==> config.mk <==
export PLATFORM = sky130hd
export DESIGN_NAME = uart_tx_responder_flat
export DESIGN_NICKNAME = d
export VERILOG_FILES = /design/src/rtl/uart_tx_responder_if.sv /design/src/rtl/uart_tx_responder.sv /design/src/flat_wrapper.sv
export SDC_FILE = /design/constraint.sdc
export NUM_CORES = 1
export LEC_CHECK = 0
export BUFFER_PORTS_ARGS = -buffer_cell sky130_fd_sc_hd__clkbuf_2
export CELL_PAD_IN_SITES_DETAIL_PLACEMENT = 1
export CELL_PAD_IN_SITES_GLOBAL_PLACEMENT = 1
export CORE_MARGIN = 5
export CORE_UTILIZATION = 40
export CTS_BUF_LIST = sky130_fd_sc_hd__clkbuf_16
export DETAILED_ROUTE_END_ITERATION = 8
export PLACE_DENSITY = 0.77
export SLEW_MARGIN = 40
export SYNTH_ARGS = -nofsm -noshare
export SYNTH_HDL_FRONTEND = slang
export SYNTH_SLANG_ARGS = --single-unit
==> constraint.sdc <==
create_clock -name clk -period 3.2 [get_ports clk]
set_input_delay 0.32 -clock clk [delete_from_list [all_inputs] [get_ports clk]]
set_output_delay 0.32 -clock clk [all_outputs]
set_load 0.05 [all_outputs]
==> src/rtl/uart_tx_responder_if.sv <==
// ---------------------------------------------------------------------------
// uart_tx_responder_if
//
// Register bus between the system bridge and the UART transmitter. The
// bridge has already decoded the 0x7F30..0x7F3F window, so WE is only high
// on a hit. Dout is combinational from Addr; IRQ is a level request.
//
// Signals:
//   Addr  [31:0]  byte address (only [3:2] used by the responder)
//   WE            write strobe, gated by bridge hit and byte enables
//   Din   [31:0]  write data
//   Dout  [31:0]  read data
//   IRQ           level interrupt request
//
// Modports:
//   master  bridge / CPU side
//   slave   UART responder side
// ---------------------------------------------------------------------------
interface uart_tx_responder_if;
    logic [31:0] Addr;
    logic        WE;
    logic [31:0] Din;
    logic [31:0] Dout;
    logic        IRQ;

    modport master (
        output Addr,
        output WE,
        output Din,
        input  Dout,
        input  IRQ
    );

    modport slave (
        input  Addr,
        input  WE,
        input  Din,
        output Dout,
        output IRQ
    );
endinterface

==> src/rtl/uart_tx_responder.sv <==
// ---------------------------------------------------------------------------
// uart_tx_responder
//
// Memory-mapped 8N1 UART transmitter. The CPU pushes bytes into a small TX
// FIFO; the FSM pops them and serialises them LSB first on txd at a
// programmable divisor. A registered level IRQ signals "FIFO drained and
// line idle".
//
// Register map (Addr[3:2]):
//   0 DATA     write pushes Din[7:0]; reads 0
//   1 STATUS   RO: [0] busy, [1] full, [2] empty, [3] overflow (sticky),
//              [8:4] count
//   2 CTRL     RW [1:0]: bit0 EN, bit1 IE; any write clears overflow
//   3 DIVISOR  RW [15:0]: cycles per bit, 0 behaves as 1
//
// Ports:
//   clk     system clock, rising edge
//   reset   asynchronous active-low reset (0 = reset)
//   bus     register bus (slave modport): Addr, WE, Din, Dout, IRQ
//   txd     serial output, idle high
//
// Parameters:
//   FIFO_DEPTH  TX FIFO entries, power of 2 in 2..16
//   DIV_RESET   DIVISOR value after reset
// ---------------------------------------------------------------------------
module uart_tx_responder #(
    parameter int          FIFO_DEPTH = 4,
    parameter logic [15:0] DIV_RESET  = 16'd434
) (
    input  logic                clk,
    input  logic                reset,
    uart_tx_responder_if.slave  bus,
    output logic                txd
);

    localparam int PW = $clog2(FIFO_DEPTH);
    localparam int CW = $clog2(FIFO_DEPTH) + 1;
    localparam logic [CW-1:0] DEPTH_C = CW'(FIFO_DEPTH);

    typedef enum logic [1:0] {
        IDLE,
        START,
        DATA,
        STOP
    } state_t;

    // Programmer-visible registers
    logic          ctrl_en;
    logic          ctrl_ie;
    logic [15:0]   divisor;
    logic          overflow;

    // FIFO storage and bookkeeping
    logic [7:0]    fifo_mem [FIFO_DEPTH];
    logic [PW-1:0] wr_ptr;
    logic [PW-1:0] rd_ptr;
    logic [CW-1:0] count;

    // Transmit engine
    state_t        state;
    logic [15:0]   baud_cnt;
    logic [2:0]    bit_idx;
    logic [7:0]    shift_reg;
    logic          irq_q;

    // Decode and derived conditions
    logic [1:0]    reg_sel;
    logic          wr_data;
    logic          wr_ctrl;
    logic          wr_div;
    logic          empty;
    logic          full;
    logic          busy;
    logic          bit_end;
    logic          pop;
    logic          push;
    logic [15:0]   reload;
    logic [7:0]    head;
    logic [31:0]   rd_data;
    logic          unused_bits;

    assign reg_sel = bus.Addr[3:2];
    assign wr_data = bus.WE && (reg_sel == 2'd0);
    assign wr_ctrl = bus.WE && (reg_sel == 2'd2);
    assign wr_div  = bus.WE && (reg_sel == 2'd3);

    assign empty   = (count == '0);
    assign full    = (count == DEPTH_C);
    assign busy    = (state != IDLE);
    assign bit_end = (baud_cnt == 16'd0);
    assign head    = fifo_mem[rd_ptr];

    // A divisor of 0 is treated as 1, so both give a reload value of 0.
    assign reload  = (divisor == 16'd0) ? 16'd0 : (divisor - 16'd1);

    // The FIFO is popped either when leaving IDLE or at the end of STOP, so
    // consecutive frames run without an idle gap while EN stays set.
    assign pop  = ctrl_en && !empty &&
                  ((state == IDLE) || ((state == STOP) && bit_end));

    // A push into a full FIFO still fits if the head leaves on this edge.
    assign push = wr_data && (!full || pop);

    assign unused_bits = ^{bus.Addr[31:4], bus.Addr[1:0], bus.Din[31:16]};

    // Control registers. Writes to CTRL double as the overflow acknowledge;
    // a refused push sets the sticky overflow flag.
    always_ff @(posedge clk or negedge reset) begin
        if (!reset) begin
            ctrl_en  <= 1'b0;
            ctrl_ie  <= 1'b0;
            divisor  <= DIV_RESET;
            overflow <= 1'b0;
        end else begin
            if (wr_ctrl) begin
                ctrl_en  <= bus.Din[0];
                ctrl_ie  <= bus.Din[1];
                overflow <= 1'b0;
            end else if (wr_data && !push) begin
                overflow <= 1'b1;
            end
            if (wr_div) begin
                divisor <= bus.Din[15:0];
            end
        end
    end

    // FIFO data array. It needs no reset: the pointers and count decide
    // which entries are meaningful.
    always_ff @(posedge clk) begin
        if (push) begin
            fifo_mem[wr_ptr] <= bus.Din[7:0];
        end
    end

    // FIFO pointers and occupancy. Pointers wrap naturally because the
    // depth is a power of two.
    always_ff @(posedge clk or negedge reset) begin
        if (!reset) begin
            wr_ptr <= '0;
            rd_ptr <= '0;
            count  <= '0;
        end else begin
            if (push) begin
                wr_ptr <= wr_ptr + PW'(1);
            end
            if (pop) begin
                rd_ptr <= rd_ptr + PW'(1);
            end
            case ({push, pop})
                2'b10:   count <= count + CW'(1);
                2'b01:   count <= count - CW'(1);
                default: count <= count;
            endcase
        end
    end

    // Transmit FSM. txd is a register that is set together with each state
    // change, so the line level always matches the bit being sent. The baud
    // counter is reloaded from the live DIVISOR at every bit boundary, so a
    // new divisor applies from the next bit without stretching this one.
    always_ff @(posedge clk or negedge reset) begin
        if (!reset) begin
            state     <= IDLE;
            baud_cnt  <= 16'd0;
            bit_idx   <= 3'd0;
            shift_reg <= 8'd0;
            txd       <= 1'b1;
        end else begin
            case (state)
                IDLE: begin
                    txd <= 1'b1;
                    if (pop) begin
                        shift_reg <= head;
                        baud_cnt  <= reload;
                        state     <= START;
                        txd       <= 1'b0;
                    end
                end

                START: begin
                    if (bit_end) begin
                        baud_cnt <= reload;
                        bit_idx  <= 3'd0;
                        state    <= DATA;
                        txd      <= shift_reg[0];
                    end else begin
                        baud_cnt <= baud_cnt - 16'd1;
                    end
                end

                DATA: begin
                    if (bit_end) begin
                        baud_cnt <= reload;
                        if (bit_idx == 3'd7) begin
                            state <= STOP;
                            txd   <= 1'b1;
                        end else begin
                            bit_idx   <= bit_idx + 3'd1;
                            shift_reg <= {1'b0, shift_reg[7:1]};
                            txd       <= shift_reg[1];
                        end
                    end else begin
                        baud_cnt <= baud_cnt - 16'd1;
                    end
                end

                STOP: begin
                    if (bit_end) begin
                        if (pop) begin
                            shift_reg <= head;
                            baud_cnt  <= reload;
                            state     <= START;
                            txd       <= 1'b0;
                        end else begin
                            baud_cnt <= 16'd0;
                            state    <= IDLE;
                            txd      <= 1'b1;
                        end
                    end else begin
                        baud_cnt <= baud_cnt - 16'd1;
                    end
                end

                default: begin
                    state <= IDLE;
                    txd   <= 1'b1;
                end
            endcase
        end
    end

    // Registered interrupt: follows (IE & empty & idle) one cycle late.
    always_ff @(posedge clk or negedge reset) begin
        if (!reset) begin
            irq_q <= 1'b0;
        end else begin
            irq_q <= ctrl_ie && empty && !busy;
        end
    end

    assign bus.IRQ = irq_q;

    // Read mux; reads have no side effects.
    always_comb begin
        rd_data = 32'h0;
        case (reg_sel)
            2'd1: begin
                rd_data[0]   = busy;
                rd_data[1]   = full;
                rd_data[2]   = empty;
                rd_data[3]   = overflow;
                rd_data[8:4] = 5'(count);
            end
            2'd2: begin
                rd_data[0] = ctrl_en;
                rd_data[1] = ctrl_ie;
            end
            2'd3: begin
                rd_data[15:0] = divisor;
            end
            default: begin
                rd_data = 32'h0;
            end
        endcase
    end

    assign bus.Dout = rd_data;

endmodule

==> src/flat_wrapper.sv <==
// flat-port wrapper written by rule: the top's interface ports become plain ports
module uart_tx_responder_flat 
#(
    parameter int          FIFO_DEPTH = 4,
    parameter logic [15:0] DIV_RESET  = 16'd434
)
  (clk, reset, txd, bus_Addr, bus_WE, bus_Din, bus_Dout, bus_IRQ);
  uart_tx_responder_if bus_i ();
  input  logic clk;
  input  logic reset;
  output logic txd;
  input wire logic [$bits(bus_i.Addr)-1:0] bus_Addr;
  input wire logic [$bits(bus_i.WE)-1:0] bus_WE;
  input wire logic [$bits(bus_i.Din)-1:0] bus_Din;
  output wire logic [$bits(bus_i.Dout)-1:0] bus_Dout;
  output wire logic [$bits(bus_i.IRQ)-1:0] bus_IRQ;
  assign bus_i.Addr = bus_Addr;
  assign bus_i.WE = bus_WE;
  assign bus_i.Din = bus_Din;
  assign bus_Dout = bus_i.Dout;
  assign bus_IRQ = bus_i.IRQ;
  uart_tx_responder #(.FIFO_DEPTH(FIFO_DEPTH), .DIV_RESET(DIV_RESET)) u_core (.clk(clk), .reset(reset), .bus(bus_i), .txd(txd));
endmodule
==> impl_results.md <==
- Status: finished clean
- Multi-input gate area: 2330 sq um
- Die height: 121 um
- FP Rows: 40
- Crit Path Max Fanout: 7
- DIE AREA: 14600 sq um
- Syn_area_per_cell: 11.8 sq um
- Leakage power: 0.00228 uW
- Worst EP required: 3470 ps
- Synth Cell Area: 4900 sq um
- PortBufs: 38
- Largest net degree at the start of global routing: 36
- Largest register FFs: 32
- CP Buf/Inv Count: 3
- Worst r2r path cells: 14
- Global Route Usage Sum: 0.168
- Max H-tree Level: 3
- Slowest cell on crit path: dfrtp_1
- Starting Density: 0.408
- Hold path endpoint: u_core.divisor[13]$_DFFE_PN0P_
- Final hold slack: 205 ps
- Final Cell Area: 5480 sq um
- Yosys cell types: 70
- CP peak stage delay: 440 ps
- EDFF count, synth: 32
- Layout cell share with drive strength beyond 1: 0.273
- Mapped Cells: 414
- #FFs+latches synth: 89
- WL met2: 6.01 mm
- WL/cell: 19.2 um
- Clock Tree Buf Depth: 2
- Post-synthesis sequential area ratio: 0.489
- Core ar.: 12000 sq um
- Critical path class: register to register
- Final #Nets: 533
- Via density: 5.58
- # DRC: 0
- Post-DP HPWL: 8.58 mm
- Synth warn: 0
- Kind of cell adding the most delay to the critical path: adder cells
- Area grow syn2layout: 11.9%
- Final critical-path required period: 3000 ps
- Post-Place Cell Area: 5150 sq um
- Setup TNS: 0 ps
- Number of global-route vias before repair: 3704
- Worst clock skew: 9.85 ps
- CTS root buf: clkbuf_16
- Io pins: 101
- Final WL: 11.6 mm
- Most used flip-flop cell after synthesis: dfrtp_1
- Metal-1 WL: 5.10 mm
- Reg clk slew, reported paths: 70 ps
- # diodes: 0
- Number of fill cells: 1298
- CTS Buf Count: 9
- Slew HR: 0.526
- Worst Tran Pin Value: 712 ps
- Min-Delay Path Class: primary input to register
- Pre-CTS setup slack: 213 ps
- Inst Count DP: 585
- Antenna Nets Post-Route: 0
- R2r setup slk: 200 ps
- Initial antenna violation count: 0
- Count of final setup violators: 0
- Max-Cap Viols: 0
- Post-CTS Setup Bufs: 0
- Met3 routed WL: 349 um
- Top Layer Used: met4
- Maximum vdd drop: 0.491 mV
- Die Span X: 121 um
- CP endpoint kind: register
- Final hold vios: 0
- CTS sink cnt: 89
- GP Congestion: 0.814
- Crit path DAT: 3270 ps
- Drt pass-1 iters: 4
- CTS tree: yes
- RSZ-0062 raised after global routing: false
- Worst setup margin: 198 ps
- Vias: 3357
- Non-filler instance count after layout: 602
- Reg-to-Reg End: u_core.count[2]$_DFFE_PN0P_
- Worst hold path stage count: 2
- First-pass GRT wire length: 19.3 mm
- Pwr dens: 921 nW/um^2
- Min-Delay Startpoint: bus_Din[13]
- Max Fclk: 0.333 GHz
- Biggest regs: u_core.fifo_mem (32), u_core.baud_cnt (16), u_core.divisor (16)
- Setup crit start kind: register
- Storage element area: 2390 sq um
- Grt total ovfl: 0
- Fin crit share: 0.938
- Reg2reg start: u_core.baud_cnt[0]$_DFFE_PN0P_
- Largest Register: u_core.fifo_mem
- DRT iter0 DRCs: 124
- Max Slew Vio Count: 0
- CP Cell Sequence: inv_1 > ha_1 > nor4b_2 > and4_1 > a21oi_2 > o21ai_2 > and4bb_4 > inv_1 > ha_1 > inv_1 > fa_1 > xor2_1 > nor2_1 > xor2_1
- Most frequent CP cell: inv_1
- Synth async-reset ratio: 0.640
- Clk_lat worst skew: 350 ps
## cell type report
type,instances,share of cell area
Sequential cell,89,0.437
Multi-Input combinational cell,295,0.424
Clock buffer,9,0.0411
Timing Repair Buffer,42,0.0411
Tap cell,147,0.0336
Clock inverter,7,0.0139
Inverter,13,0.00890
## timing repair
action,4_1_cts,5_1_grt
endpoints found under the setup margin,0,2
hold endpoints to repair,28,0
hold buffers,1,0
gates resized for setup,0,2
## cell families (layout without fill, tap and decap cells)
group / Yosys count / after routing / share of synthesized area
adders and majority gates: 16 / 16 / 0.0424
other: 1 / 16 / 0.000766
DFF: 89 / 89 / 0.489
and+or+nand+nor: 128 / 128 / 0.152
AOI/OAI and AO/OA: 70 / 70 / 0.108
muxes: 46 / 46 / 0.123
buffers and inverters: 45 / 71 / 0.0503
xor gates and xnor gates: 19 / 19 / 0.0340
## metal layers
| layer | track usage | vias to the layer above |
|---|---|---|
| met3 | 0.0253 | 8 |
| met1 | 0.214 | 1723 |
| met5 | 0 | - |
| met2 | 0.295 | 54 |
| met4 | 0.0489 | 0 |
| li1 | - | 1572 |
## per-stage QoR
step,power (uW),utilization
after floorplan,3470,-
final,5050,0.456
after global placement,3850,0.429
after detailed placement,3990,0.429
after global routing,5370,0.456
after CTS,5070,0.455
## cells in the mapped netlist, types with 2 or more instances
cell type  count  area (sq um)
xor2_1         8          70.1
nand4_1        2          12.5
buf_4         18           135
buf_2          2          10.0
mux2_2        33           372
a211o_1        3          26.3
and2_1         6          37.5
a22o_1         5          43.8
edfxtp_1      32           961
nor4b_1        2          17.5
nor3b_1        2          15.0
o311a_1        2          20.0
nor4_4         2          42.5
dfrtp_1       51          1280
nor4_1         9          56.3
o31ai_1        2          15.0
dfstp_2        6           158
a21o_1         3          22.5
or3_1          2          12.5
nand2b_1       8          50.1
xnor2_1       11          96.3
nand2_1       20          75.1
mux2i_1        4          40.0
o21ai_0       21           105
ha_1          15           188
clkbuf_1      10          37.5
nand3_1        8          40.0
nor2b_1        5          31.3
or4_1          2          15.0
nand2b_4       2          27.5
nand3b_1       3          22.5
o221ai_1       3          26.3
and3_1        10          62.6
mux4_2         8           180
a21oi_1        9          45.0
inv_1         13          48.8
nor2_1        25          93.8
o211ai_1       3          22.5
nor3_1        13          65.1
## cells in the final DEF, fill, tap and decap left out, drive strengths merged, types with 5 or more instances in the layout
| master | count |
|---|---|
| nand2 | 20 |
| nor3 | 13 |
| edfxtp | 32 |
| o21ai | 23 |
| nor2b | 5 |
| mux4 | 8 |
| clkbuf | 47 |
| nor4 | 11 |
| nand3 | 8 |
| dfstp | 6 |
| and3 | 10 |
| dfrtp | 51 |
| xor2 | 8 |
| nand2b | 10 |
| conb | 16 |
| mux2 | 34 |
| inv | 18 |
| ha | 15 |
| a21oi | 11 |
| nor2 | 26 |
| xnor2 | 11 |
| a22o | 5 |
| and2 | 6 |
## power breakdown
part | internal [uW] | switching [uW]
clock | 557 | 509
combinational | 897 | 1230
sequential | 1480 | 372
total | 2940 | 2110
## worst max-delay path by stage
stage	start	end	slack, ps	cells past startpoint
floorplan	u_core.baud_cnt[0]$_DFFE_PN0P_	u_core.count[2]$_DFFE_PN0P_	550	15
global placement	u_core.baud_cnt[0]$_DFFE_PN0P_	u_core.count[2]$_DFFE_PN0P_	330	14
detailed placement	u_core.baud_cnt[0]$_DFFE_PN0P_	u_core.count[2]$_DFFE_PN0P_	210	14
CTS	u_core.baud_cnt[0]$_DFFE_PN0P_	u_core.count[2]$_DFFE_PN0P_	170	12
global route	u_core.baud_cnt[0]$_DFFE_PN0P_	u_core.count[2]$_DFFE_PN0P_	30	14
finish	u_core.baud_cnt[0]$_DFFE_PN0P_	u_core.count[2]$_DFFE_PN0P_	200	14
Power figures use the tool's default switching activity.
